File: src/rtl/dram_access_arbiter.sv
`default_nettype none
// ============================================================================
// Module      : dram_access_arbiter
// Description : Shares a single-port data RAM between the CPU load/store path
//               and the UART image loader. One requester is granted at a time.
//               The block drives one RAM enable cycle per access, waits out the
//               RAM read latency, and returns registered read data with a
//               one-cycle done pulse. The CPU wins contention while running.
//               The UART wins contention while the CPU sits in PAUSE.
// Ports       : clk, rst                   - clock, async active-high reset
//               cpu_paused                 - selects UART priority on contention
//               cpu_req/we/addr/wdata      - CPU request group (level request)
//               cpu_rdata, cpu_done        - CPU read data, completion pulse
//               uart_req/we/addr/wdata     - UART request group
//               uart_rdata, uart_done      - UART read data, completion pulse
//               ram_en/we/addr/wdata       - RAM command interface
//               ram_rdata                  - RAM read data
//               busy, owner                - status: not idle, last grant (1=UART)
// Revision    : 1.0 - initial release
// ============================================================================
module dram_access_arbiter #(
  parameter int ADDR_W = 16,
  parameter int DATA_W = 8,
  parameter int RD_LAT = 2
) (
  input  logic              clk,
  input  logic              rst,
  input  logic              cpu_paused,
  input  logic              cpu_req,
  input  logic              cpu_we,
  input  logic [ADDR_W-1:0] cpu_addr,
  input  logic [DATA_W-1:0] cpu_wdata,
  output logic [DATA_W-1:0] cpu_rdata,
  output logic              cpu_done,
  input  logic              uart_req,
  input  logic              uart_we,
  input  logic [ADDR_W-1:0] uart_addr,
  input  logic [DATA_W-1:0] uart_wdata,
  output logic [DATA_W-1:0] uart_rdata,
  output logic              uart_done,
  output logic              ram_en,
  output logic              ram_we,
  output logic [ADDR_W-1:0] ram_addr,
  output logic [DATA_W-1:0] ram_wdata,
  input  logic [DATA_W-1:0] ram_rdata,
  output logic              busy,
  output logic              owner
);

  typedef enum logic [1:0] {
    S_IDLE   = 2'd0,
    S_ACCESS = 2'd1,
    S_WAIT   = 2'd2,
    S_DONE   = 2'd3
  } state_t;

  localparam logic [2:0] c_rd_lat = 3'(RD_LAT);

  state_t              r_state;
  state_t              w_next;
  logic [2:0]          r_cnt;
  logic                r_we;
  logic                r_owner;
  logic [ADDR_W-1:0]   r_ram_addr;
  logic [DATA_W-1:0]   r_ram_wdata;
  logic [DATA_W-1:0]   r_cpu_rdata;
  logic [DATA_W-1:0]   r_uart_rdata;

  logic                w_any_req;
  logic                w_pick_uart;
  logic                w_grant;
  logic                w_capture;

  // UART wins when it is the only requester, or when both request while the
  // CPU is paused.
  assign w_any_req   = cpu_req | uart_req;
  assign w_pick_uart = uart_req & (~cpu_req | cpu_paused);
  assign w_grant     = (r_state == S_IDLE) & w_any_req;
  // Counter was loaded with RD_LAT at the end of ACCESS; reaching 1 marks the
  // edge at which RAM read data is valid.
  assign w_capture   = (r_state == S_WAIT) & (r_cnt == 3'd1);

  // State register
  always_ff @(posedge clk or posedge rst) begin
    if (rst) begin
      r_state <= S_IDLE;
    end else begin
      r_state <= w_next;
    end
  end

  // Next-state logic
  always_comb begin
    w_next = r_state;
    case (r_state)
      S_IDLE:   if (w_any_req) w_next = S_ACCESS;
      S_ACCESS: w_next = r_we ? S_DONE : S_WAIT;
      S_WAIT:   if (w_capture) w_next = S_DONE;
      S_DONE:   w_next = S_IDLE;
      default:  w_next = S_IDLE;
    endcase
  end

  // Request latch, wait counter and read-data capture
  always_ff @(posedge clk or posedge rst) begin
    if (rst) begin
      r_cnt        <= 3'd0;
      r_we         <= 1'b0;
      r_owner      <= 1'b0;
      r_ram_addr   <= '0;
      r_ram_wdata  <= '0;
      r_cpu_rdata  <= '0;
      r_uart_rdata <= '0;
    end else begin
      if (w_grant) begin
        r_owner     <= w_pick_uart;
        r_we        <= w_pick_uart ? uart_we    : cpu_we;
        r_ram_addr  <= w_pick_uart ? uart_addr  : cpu_addr;
        r_ram_wdata <= w_pick_uart ? uart_wdata : cpu_wdata;
      end
      if ((r_state == S_ACCESS) && !r_we) begin
        r_cnt <= c_rd_lat;
      end else if (r_state == S_WAIT) begin
        r_cnt <= r_cnt - 3'd1;
      end
      if (w_capture) begin
        if (r_owner) begin
          r_uart_rdata <= ram_rdata;
        end else begin
          r_cpu_rdata <= ram_rdata;
        end
      end
    end
  end

  // Strobes decode straight from the state register so reset drops them at once.
  assign ram_en     = (r_state == S_ACCESS);
  assign ram_we     = (r_state == S_ACCESS) & r_we;
  assign ram_addr   = r_ram_addr;
  assign ram_wdata  = r_ram_wdata;
  assign cpu_done   = (r_state == S_DONE) & ~r_owner;
  assign uart_done  = (r_state == S_DONE) &  r_owner;
  assign cpu_rdata  = r_cpu_rdata;
  assign uart_rdata = r_uart_rdata;
  assign busy       = (r_state != S_IDLE);
  assign owner      = r_owner;

endmodule
`default_nettype wire

File: config.mk
export PLATFORM = sky130hd
export DESIGN_NAME = dram_access_arbiter
export DESIGN_NICKNAME = d
export VERILOG_FILES = /design/src/rtl/dram_access_arbiter.sv
export SDC_FILE = /design/constraint.sdc
export NUM_CORES = 1
export LEC_CHECK = 0
export ABC_AREA = 0
export CAP_MARGIN = 5
export CORE_MARGIN = 2
export CORE_UTILIZATION = 28
export CTS_BUF_LIST = sky130_fd_sc_hd__clkbuf_8
export DETAILED_ROUTE_END_ITERATION = 6
export GPL_ROUTABILITY_DRIVEN = 1
export PLACE_DENSITY = 0.6
export SYNTH_ARGS = -nofsm -noshare
export SYNTH_HDL_FRONTEND = slang
export SYNTH_SLANG_ARGS = --single-unit
File: constraint.sdc
create_clock -name clk -period 2.59 [get_ports clk]
set_clock_uncertainty 0.05 [all_clocks]
set_input_delay 0.3885 -clock clk [delete_from_list [all_inputs] [get_ports clk]]
set_output_delay 0.3885 -clock clk [all_outputs]
set_load 0.005 [all_outputs]
=== Word level (Yosys, flattened, before mapping) ===
Cells that the tools add are included.

* Register bits: 47
* Input bits: 63
* Output and inout bits: 46
* Logic and storage cells: 42

* $add $sub $neg: 1
* Equal/unequal tests: 6
* Muxes and demuxes: 9
* Bitwise logic cells: 10
* Reduce and logical (&&, ||, !) cells: 8

{| class="wikitable"
|+ Operator list
! kind !! number
|-
| 16-bit two-way mux || 1
|-
| 8-bit two-way mux || 1
|-
| 2-bit one-hot mux with 4 select lines || 1
|-
| 1-bit AND || 6
|-
| 3-bit two-way mux || 2
|-
| 2-bit AND reduction || 3
|-
| 2-bit == test (second input constant) || 2
|-
| 2-bit two-way mux || 2
|-
| 2-bit inequality test (second input constant) || 2
|-
| 2-bit nonzero test || 2
|-
| 3-bit by 1-bit == test with 1-bit output (second input constant) || 1
|-
| 3-bit by 1-bit subtractor with 3-bit output (second input constant) || 1
|-
| 2-bit by 1-bit == test with 1-bit output (second input constant) || 1
|-
| 2-bit zero test || 1
|-
| 1-bit two-way mux || 2
|-
| 1-bit inverter || 2
|-
| 1-bit bitwise OR || 2
|-
| 1-bit logical AND || 1
|-
| 1-bit zero test || 1
|}

=== Longest topological paths before layout ===
Gate-level depths: netlist of the first run.

* Depth in word-level cells: 4
* Depth in mapped cells: 7
* Mapped depth without buffers: 5

=== Worst setup path before layout of the first run ===
No wires, ideal clock.

* Kind: register to register
* Start: reg r_state[0]
* End: reg r_cpu_rdata[0], in the netlist cpu_rdata[0]
* Setup time: 125 ps
* Arrival time: 1,502 ps
* Required time: 2,415 ps
* Setup slack: 913 ps
* Stages on the path, launching flop included: 6
* Buffers on the path: 1
* Cell sequence: dfrtp_1 > inv_1 > ha_1 > buf_4 > nor3b_4 > mux2_2

* Word-level cells in the longest chain between the ends: 3

{| class="wikitable"
|+ Ends and longest elaborated chain
! what !! RTL line !! RTL
|-
| from (decl) || 59 || <nowiki>state_t r_state;</nowiki>
|-
| from (signal assigned) || 88 || <nowiki>r_state <= w_next;</nowiki>
|-
| 2-bit == test || 81 || <nowiki>assign w_capture = (r_state == S_WAIT) & (r_cnt == 3'd1);</nowiki>
|-
| 1-bit AND || 81 ||
|-
| 2-bit AND reduction (no source line) || -- ||
|-
| to (signal assigned) || 130 || <nowiki>r_cpu_rdata <= ram_rdata;</nowiki>
|-
| to (decl) || 66 || <nowiki>logic [DATA_W-1:0] r_cpu_rdata;</nowiki>
|}

Every way passes these cells.
A chain may end at the register's enable or synchronous reset.

=== Final worst setup path of the first run ===
* Start: reg r_state[1]
* End: out ram_we

* Word-level cells in the longest chain between the ends: 2

{| class="wikitable"
|+ Ends and longest elaborated chain
! what !! RTL line !! RTL
|-
| 2-bit by 1-bit == test with 1-bit output || 138 || <nowiki>assign ram_we = (r_state == S_ACCESS) & r_we;</nowiki>
|-
| 1-bit AND || 138 ||
|-
| to (decl) || 42 || <nowiki>output logic ram_we,</nowiki>
|}

Every way passes these cells.

==> results of run 1 <==
==> power breakdown <==
group	leakage [uW]	internal [uW]	switching [uW]	total, uW
Clock	0.0000695	382	245	627
Combinational	0.000852	1080	631	1710
Sequential	0.000548	1110	225	1330
Total	0.00147	2570	1100	3670
==> cells in the mapped netlist <==
master	count
clkbuf_1	9
nand3_1	25
nor2_1	29
xor2_1	1
and2_1	2
and2b_1	1
ha_1	8
mux2_2	17
nand2_1	2
a31oi_1	25
buf_2	7
a2bb2oi_1	1
nor3_1	1
o21ai_1	1
a221oi_1	1
o32ai_1	1
nor2b_1	2
nand2b_1	2
inv_1	8
nand4b_2	1
nor3b_4	1
dfrtp_1	47
o21ai_0	25
xnor2_1	1
buf_4	1
a22oi_1	1
o21a_1	1
nand2b_4	1
==> worst max-delay path by stage <==
stage,to,slack (ns),cells after the start
6_report,ram_we,0.44,4
5_1_grt,busy,0.31,4
4_1_cts,busy,0.42,4
3_5_place_dp,ram_wdata[0],0.60,4
3_3_place_gp,ram_addr[13],0.64,5
2_1_floorplan,cpu_rdata[0],0.91,5
==> per-stage QoR <==
stage,utilization (%),instances
after floorplan,-,222
after global placement,44.57,421
after detailed placement,44.57,421
after CTS,46.28,429
after global routing,46.28,429
final,46.28,429
==> worst reg2reg max path, cell delays in order, from the launching register on <==
cell and delay, ns:
dfrtp_1 0.43, inv_1 0.14, ha_1 0.35, nor3b_4 0.48
mux2_2 0.39
==> flip-flops by register name, indices dropped and copies added, names as in the netlist <==
name        flops
cpu_rdata       8
ram_addr       16
uart_rdata      8
owner           1
ram_wdata       8
r_state         2
r_we            1
r_cnt           3
==> layout make-up <==
type / instances / area share, %
Tap cell: 102 / 3.550
Clock buffer: 5 / 1.914
Multi-Input combinational cell: 150 / 27.18
Inverter: 8 / 0.8354
Timing Repair Buffer: 114 / 32.02
Sequential cell: 47 / 32.72
Clock inverter: 3 / 1.775
==> layer usage <==
layer  vias to the layer above  track usage, %  wire, um
met4                         0           4.348        76
li1                        995               -         -
met3                         6           4.575       516
met1                       947           19.11      2903
met2                        91           22.26      2738
met5                         -               0         0
==> cell families (layout without fill, tap and decap cells) <==
group | after synthesis | count (layout) | share of synthesized area [%]
AOI/OAI and AO/OA | 56 | 56 | 14.52
xor gates and xnor gates | 2 | 2 | 0.7758
adders and majority gates | 8 | 8 | 4.432
buffers and inverters | 25 | 130 | 4.709
DFF | 47 | 47 | 52.08
muxes | 17 | 17 | 8.476
and+or+nand+nor | 67 | 67 | 15.01
==> metrics.cfg, run 1 <==
[die]
die_h_um=93.81
std_cell_rows=32
die_area_um2=8800
initial_core_util_pct=29.08
core_region_area_um2=7767
fp.dieW_um=93.81
design.portCount=109

[clocking]
worstSkewPairLatency_ns=0.30
tritoncts=built
clockBufferDepth=2
cts_inserted_buffers=5
cts.sink_count=47
cts.hold.buffers_added=0
cts.clk_slew.worst_paths_ns=0.09
htree_levels=2
postCtsResizedCells=0
cts_root_buf=clkbuf_8
post_cts.repair.setup_buffers=0

[worst_setup_path]
critical_path_required_time_ns=2.15
criticalPathCategory=reg -> out
critical_path.endpoint_type=output pin
crit-reg2reg-launch=r_state[0]
timing.rr.end=cpu_rdata[2]
critPathBufInv=2
critical_path.startpoint=r_state[1]
count_of_cells_along_the_worst_register_to_register_path=4
crit_path_start_kind=flop
regToRegSetupSlack_ns=0.64
timing.critical_path.max_delay_family=buffers and inverters
crit_chain=inv_1 -> ha_1 -> and2_1 -> clkdlybuf4s50_1
arrival_ns=1.71
worst_path_max_delay_cell=clkdlybuf4s50_1
critical_path.max_fanout=5
critPathMaxStageDelay_ns=0.51

[pwr]
power.leakage_uw=0.001470
powerDensity_nw_per_um2=1020
design_power_total_uw=3667
vdd_drop_max_v=0.0003709

[job]
drv.max_cap_violation_count=0

[route]
ant_nets=0
routed_via_density=4.753
detail_route.drc_violations=0
wirelength_mm=6.234
firstDrtPassIters=4
detail_route.wl_per_cell_um=14.53
initial_drt_markers=30
detailroute.via_count=2039

[placed_design]
gp_congestion=0.7798
io_buffers=108
placed_cell_area_um2=3462
pre_cts_ws_ns=0.6029
dp_hpwl_mm=4.650

[yosys]
syn-num-nets=293
syn-instance-count=222
ys_top_cells_by_area=dfrtp_1, mux2_2, a31oi_1
synth-seq-area-share_pct=52.08
yosys.cell_types.count=28
synth_area_um2=2258
syn_avg_cell_area_um2=10.17
yosysTopAreaCell=dfrtp_1
ys_seq_elements=47
synthesis.yosys.warnings=0
synthDominantCellAreaShare_pct=52.08

[global_routing]
first_global_vias=1991
antenna_violations_before_repair=0
grt_first_pass_wirelength_mm=9.908
grt-ovfl-total=0
grt_start_max_net_pins=34
gr-usage-all-layers_pct=14.35

[timing]
maxClockFrequency_mhz=464.8
layout_min_cycle_time_ns=2.152
fin_hold_ws_ns=0.3570
max_slew.worst_pin.slew_ns=0.7599
final.setup.worst_slack_ns=0.4384
hold_viol_final=0
period_share_pct=83.07
setup_tns_ns=0
setup_violations=0
max_slew_margin_pct=49.29
drv_slew=0
rsz0062_at_grt=no

[final_layout]
most_common_cell_after_layout_fill_and_taps_aside=clkdlybuf4s50_1
n_fill_cell=775
area_growth_syn_to_layout_pct=59.17
final_cell_mix=clkdlybuf4s50_1, dfrtp_1, nor2_1
nets=397
drive_gt1_share_pct=10.70
finalInstanceArea_um2=3595
seqCellArea_um2=1176
multiInputGateArea_um2=977.2
antenna_cells_inserted=0

[worst_hold_path]
worstHoldPathType=in -> async

[status]
outcome=complete, no violations

Power figures use the tool's default switching activity.
==> run 2: changes to the inputs <==
--- a/config.mk
+++ b/config.mk
@@ -12,7 +12,7 @@
 export CTS_BUF_LIST = sky130_fd_sc_hd__clkbuf_8
 export DETAILED_ROUTE_END_ITERATION = 6
 export GPL_ROUTABILITY_DRIVEN = 1
-export PLACE_DENSITY = 0.6
+export PLACE_DENSITY = 0.62
 export SYNTH_ARGS = -nofsm -noshare
 export SYNTH_HDL_FRONTEND = slang
 export SYNTH_SLANG_ARGS = --single-unit
==> constraint.sdc (replaced) <==
create_clock -name clk -period 1.7 [get_ports clk]
set_clock_uncertainty 0.05 [all_clocks]
set_input_delay 0.255 -clock clk [delete_from_list [all_inputs] [get_ports clk]]
set_output_delay 0.255 -clock clk [all_outputs]
set_load 0.005 [all_outputs]
==> run 2 against run 1 <==
  * Hold slack worse by 0.11 ns
  * Register-to-register slack got worse by 0.63 ns
  * Critical path type is now reg -> reg
  * Non-clock buffer count up 13
  * Critical endpoint is now cpu_rdata[0]
  * Sequential cell count is the same
==> metrics.cfg, run 2 (synthesis gave the netlist of run 1 again) <==
[pwr]
power_switching_share_pct=30.57  ; +0.54 points
comb_power_share_pct=49.6  ; +3.0 points
vdd_drop_max_v=0.0006144  ; +66%
powerDensity_nw_per_um2=1570  ; +54%
pwr-share-clk_pct=16.3  ; -0.8 points
seqPwrFrac_pct=34.1  ; -2.2 points
power.internal_uw=4149  ; +62%
power.leakage_uw=0.001579  ; +7.4%
switching_power_uw=1827  ; +66%

[die]
die_h_um=93.81  ; unchanged
die_area_um2=8800  ; unchanged
core_region_area_um2=7767  ; unchanged
fp.dieW_um=93.81  ; unchanged
design.portCount=109  ; unchanged
initial_core_util_pct=29.08  ; unchanged
std_cell_rows=32  ; unchanged

[route]
detailroute.via_count=2106  ; +3.3%
detail_route.drc_violations=0  ; unchanged
ant_nets=0  ; unchanged
initial_drt_markers=68  ; +130%
detail_route.wl_per_cell_um=15.09  ; +3.8%
wirelength_mm=6.668  ; +7.0%
firstDrtPassIters=4  ; unchanged
routed_via_density=4.765  ; +0.25%

[placed_design]
placed_cell_area_um2=3552  ; +2.6%
gp_congestion=0.7779  ; -0.24%
io_buffers=108  ; unchanged
place_inst=428  ; +1.7%
dp_hpwl_mm=4.695  ; +0.98%

[global_routing]
grt_start_max_net_pins=48  ; +41%
globalRouteMet2Util_pct=23.99  ; +1.7 points
antenna_violations_before_repair=0  ; unchanged
gr-usage-all-layers_pct=14.82  ; +0.47 points
met1_usage_pct=18.03  ; -1.1 points
grt_use_met3_pct=5.859  ; +1.3 points
first_global_vias=2149  ; +7.9%
grt_first_pass_wirelength_mm=10.20  ; +2.9%
grt-ovfl-total=0  ; unchanged
grt_most_used_layer=met2

[clocking]
cts_root_buf=clkbuf_8
worstSkewPairLatency_ns=0.30  ; about the same
tritoncts=built
cts.hold.buffers_added=0  ; unchanged
clockBufferDepth=2  ; unchanged
cts.sink_count=47  ; unchanged
htree_levels=2  ; unchanged
cts.clk_slew.worst_paths_ns=0.09  ; about the same
cts_inserted_buffers=5  ; unchanged

[worst_setup_path]
arrival_ns=1.82  ; +0.11 ns
critical_path.max_fanout=8  ; +3
crit_path_start_kind=flop
critical_path_required_time_ns=1.84  ; -0.31 ns
critical_path.endpoint_type=flop
criticalPathCategory=reg -> reg

[timing]
setup_violations=0  ; unchanged
drv_slew=0  ; unchanged
layout_min_cycle_time_ns=1.686
max_slew_margin_pct=79.69  ; +30 points
maxClockFrequency_mhz=593.2
period_share_pct=99.16
hold_viol_final=0  ; unchanged
max_slew.worst_pin.slew_ns=0.3036  ; -0.4563 ns

[job]
drv.max_cap_violation_count=0  ; unchanged

[final_layout]
final_cell_mix=clkdlybuf4s50_1, dfrtp_1, nor2_1
most_common_cell_after_layout_fill_and_taps_aside=clkdlybuf4s50_1
nets=410  ; +3.3%
finalInstanceArea_um2=3806  ; +5.9%
flip_flop_count_of_the_largest_register_after_layout=16  ; unchanged
area_growth_syn_to_layout_pct=68.53
drive_gt1_share_pct=17.94  ; +7.2 points
antenna_cells_inserted=0  ; unchanged
stdcell_count=442  ; +3.0%

[status]
outcome=complete, no violations

[worst_hold_path]
worstHoldPathType=in -> async

[run 2: cell count changes in the layout (fill, tap and decap cells not counted), sizes merged]
cell,before,now
clkbuf,5,8
clkdlybuf4s50,108,103
clkinvlp,0,1
inv,9,8
clkdlybuf4s15,0,1
buf,6,18
dlymetal6s2s,0,2
[run 2: cell type report]
cell class | instances | area, um2
tap | 102 | 127.6
inverter | 8 | 32.53
timing repair buffer | 127 | 1319
multi-input combinational | 150 | 1013
clock buffer | 5 | 68.82
clock inverter | 3 | 67.56
sequential | 47 | 1177
fill | 736 | 3961
[run 2: repair_timing]
| item | CTS | global route |
|---|---|---|
| setup buffers | 3 | 2 |
| hold endpoints to repair | 0 | 0 |
| pin swaps | 0 | 2 |
| cloned | 0 | 1 |
| endpoints found under the setup margin | 14 | 39 |
| gates resized for setup | 11 | 17 |
[run 2: layer usage]
metal	vias up	part of all wire [%]
li1	1015	-
met1	992	43
met2	91	46
met3	8	9.1
met4	0	1.3
met5	-	0
[run 2: worst paths after layout]
path | startpoint | to | slack (ns) | cells after the start
max in group asynchronous | rst | owner | 1.12 | 3
min | rst | cpu_rdata[3] | 0.25 | 3
min reg2reg | uart_rdata[5] | uart_rdata[5] | 0.46 | 1
max | r_state[0] | cpu_rdata[0] | 0.01 | 6
max reg2reg | r_state[0] | cpu_rdata[0] | 0.01 | 6
min in group clk | uart_rdata[5] | uart_rdata[5] | 0.46 | 1
[run 2: power by group through the flow]
stage	clock network, uW	registers, uW	logic [uW]
6_report	974	2040	2960
3_5_place_dp	0	2050	2740
5_1_grt	1060	2100	3230
2_1_floorplan	0	2050	1120
3_3_place_gp	0	2030	2700
4_1_cts	1010	2030	2830
[run 2: worst max-delay path: stages, from the launching register on]
cell     delay [ns]
dfrtp_1        0.44
buf_4          0.17
inv_4          0.07
ha_4           0.15
nor3b_4        0.22
buf_12         0.15
mux2_2         0.32
[run 2: metrics by stage]
stage	power, uW	hold WS, ns	setup TNS [ns]	setup WS (ns)	utilization [%]
floorplan	3174	0.3556	0	0.02319	-
global placement	4723	0.4384	0	0.04435	45.73
detailed placement	4789	0.4427	-0.03960	-0.03276	45.73
CTS	5875	0.2487	-0.4771	-0.1986	48.07
global route	6386	0.2797	-0.5299	-0.04029	49.00
finish	5976	0.2475	0	0.01422	49.00
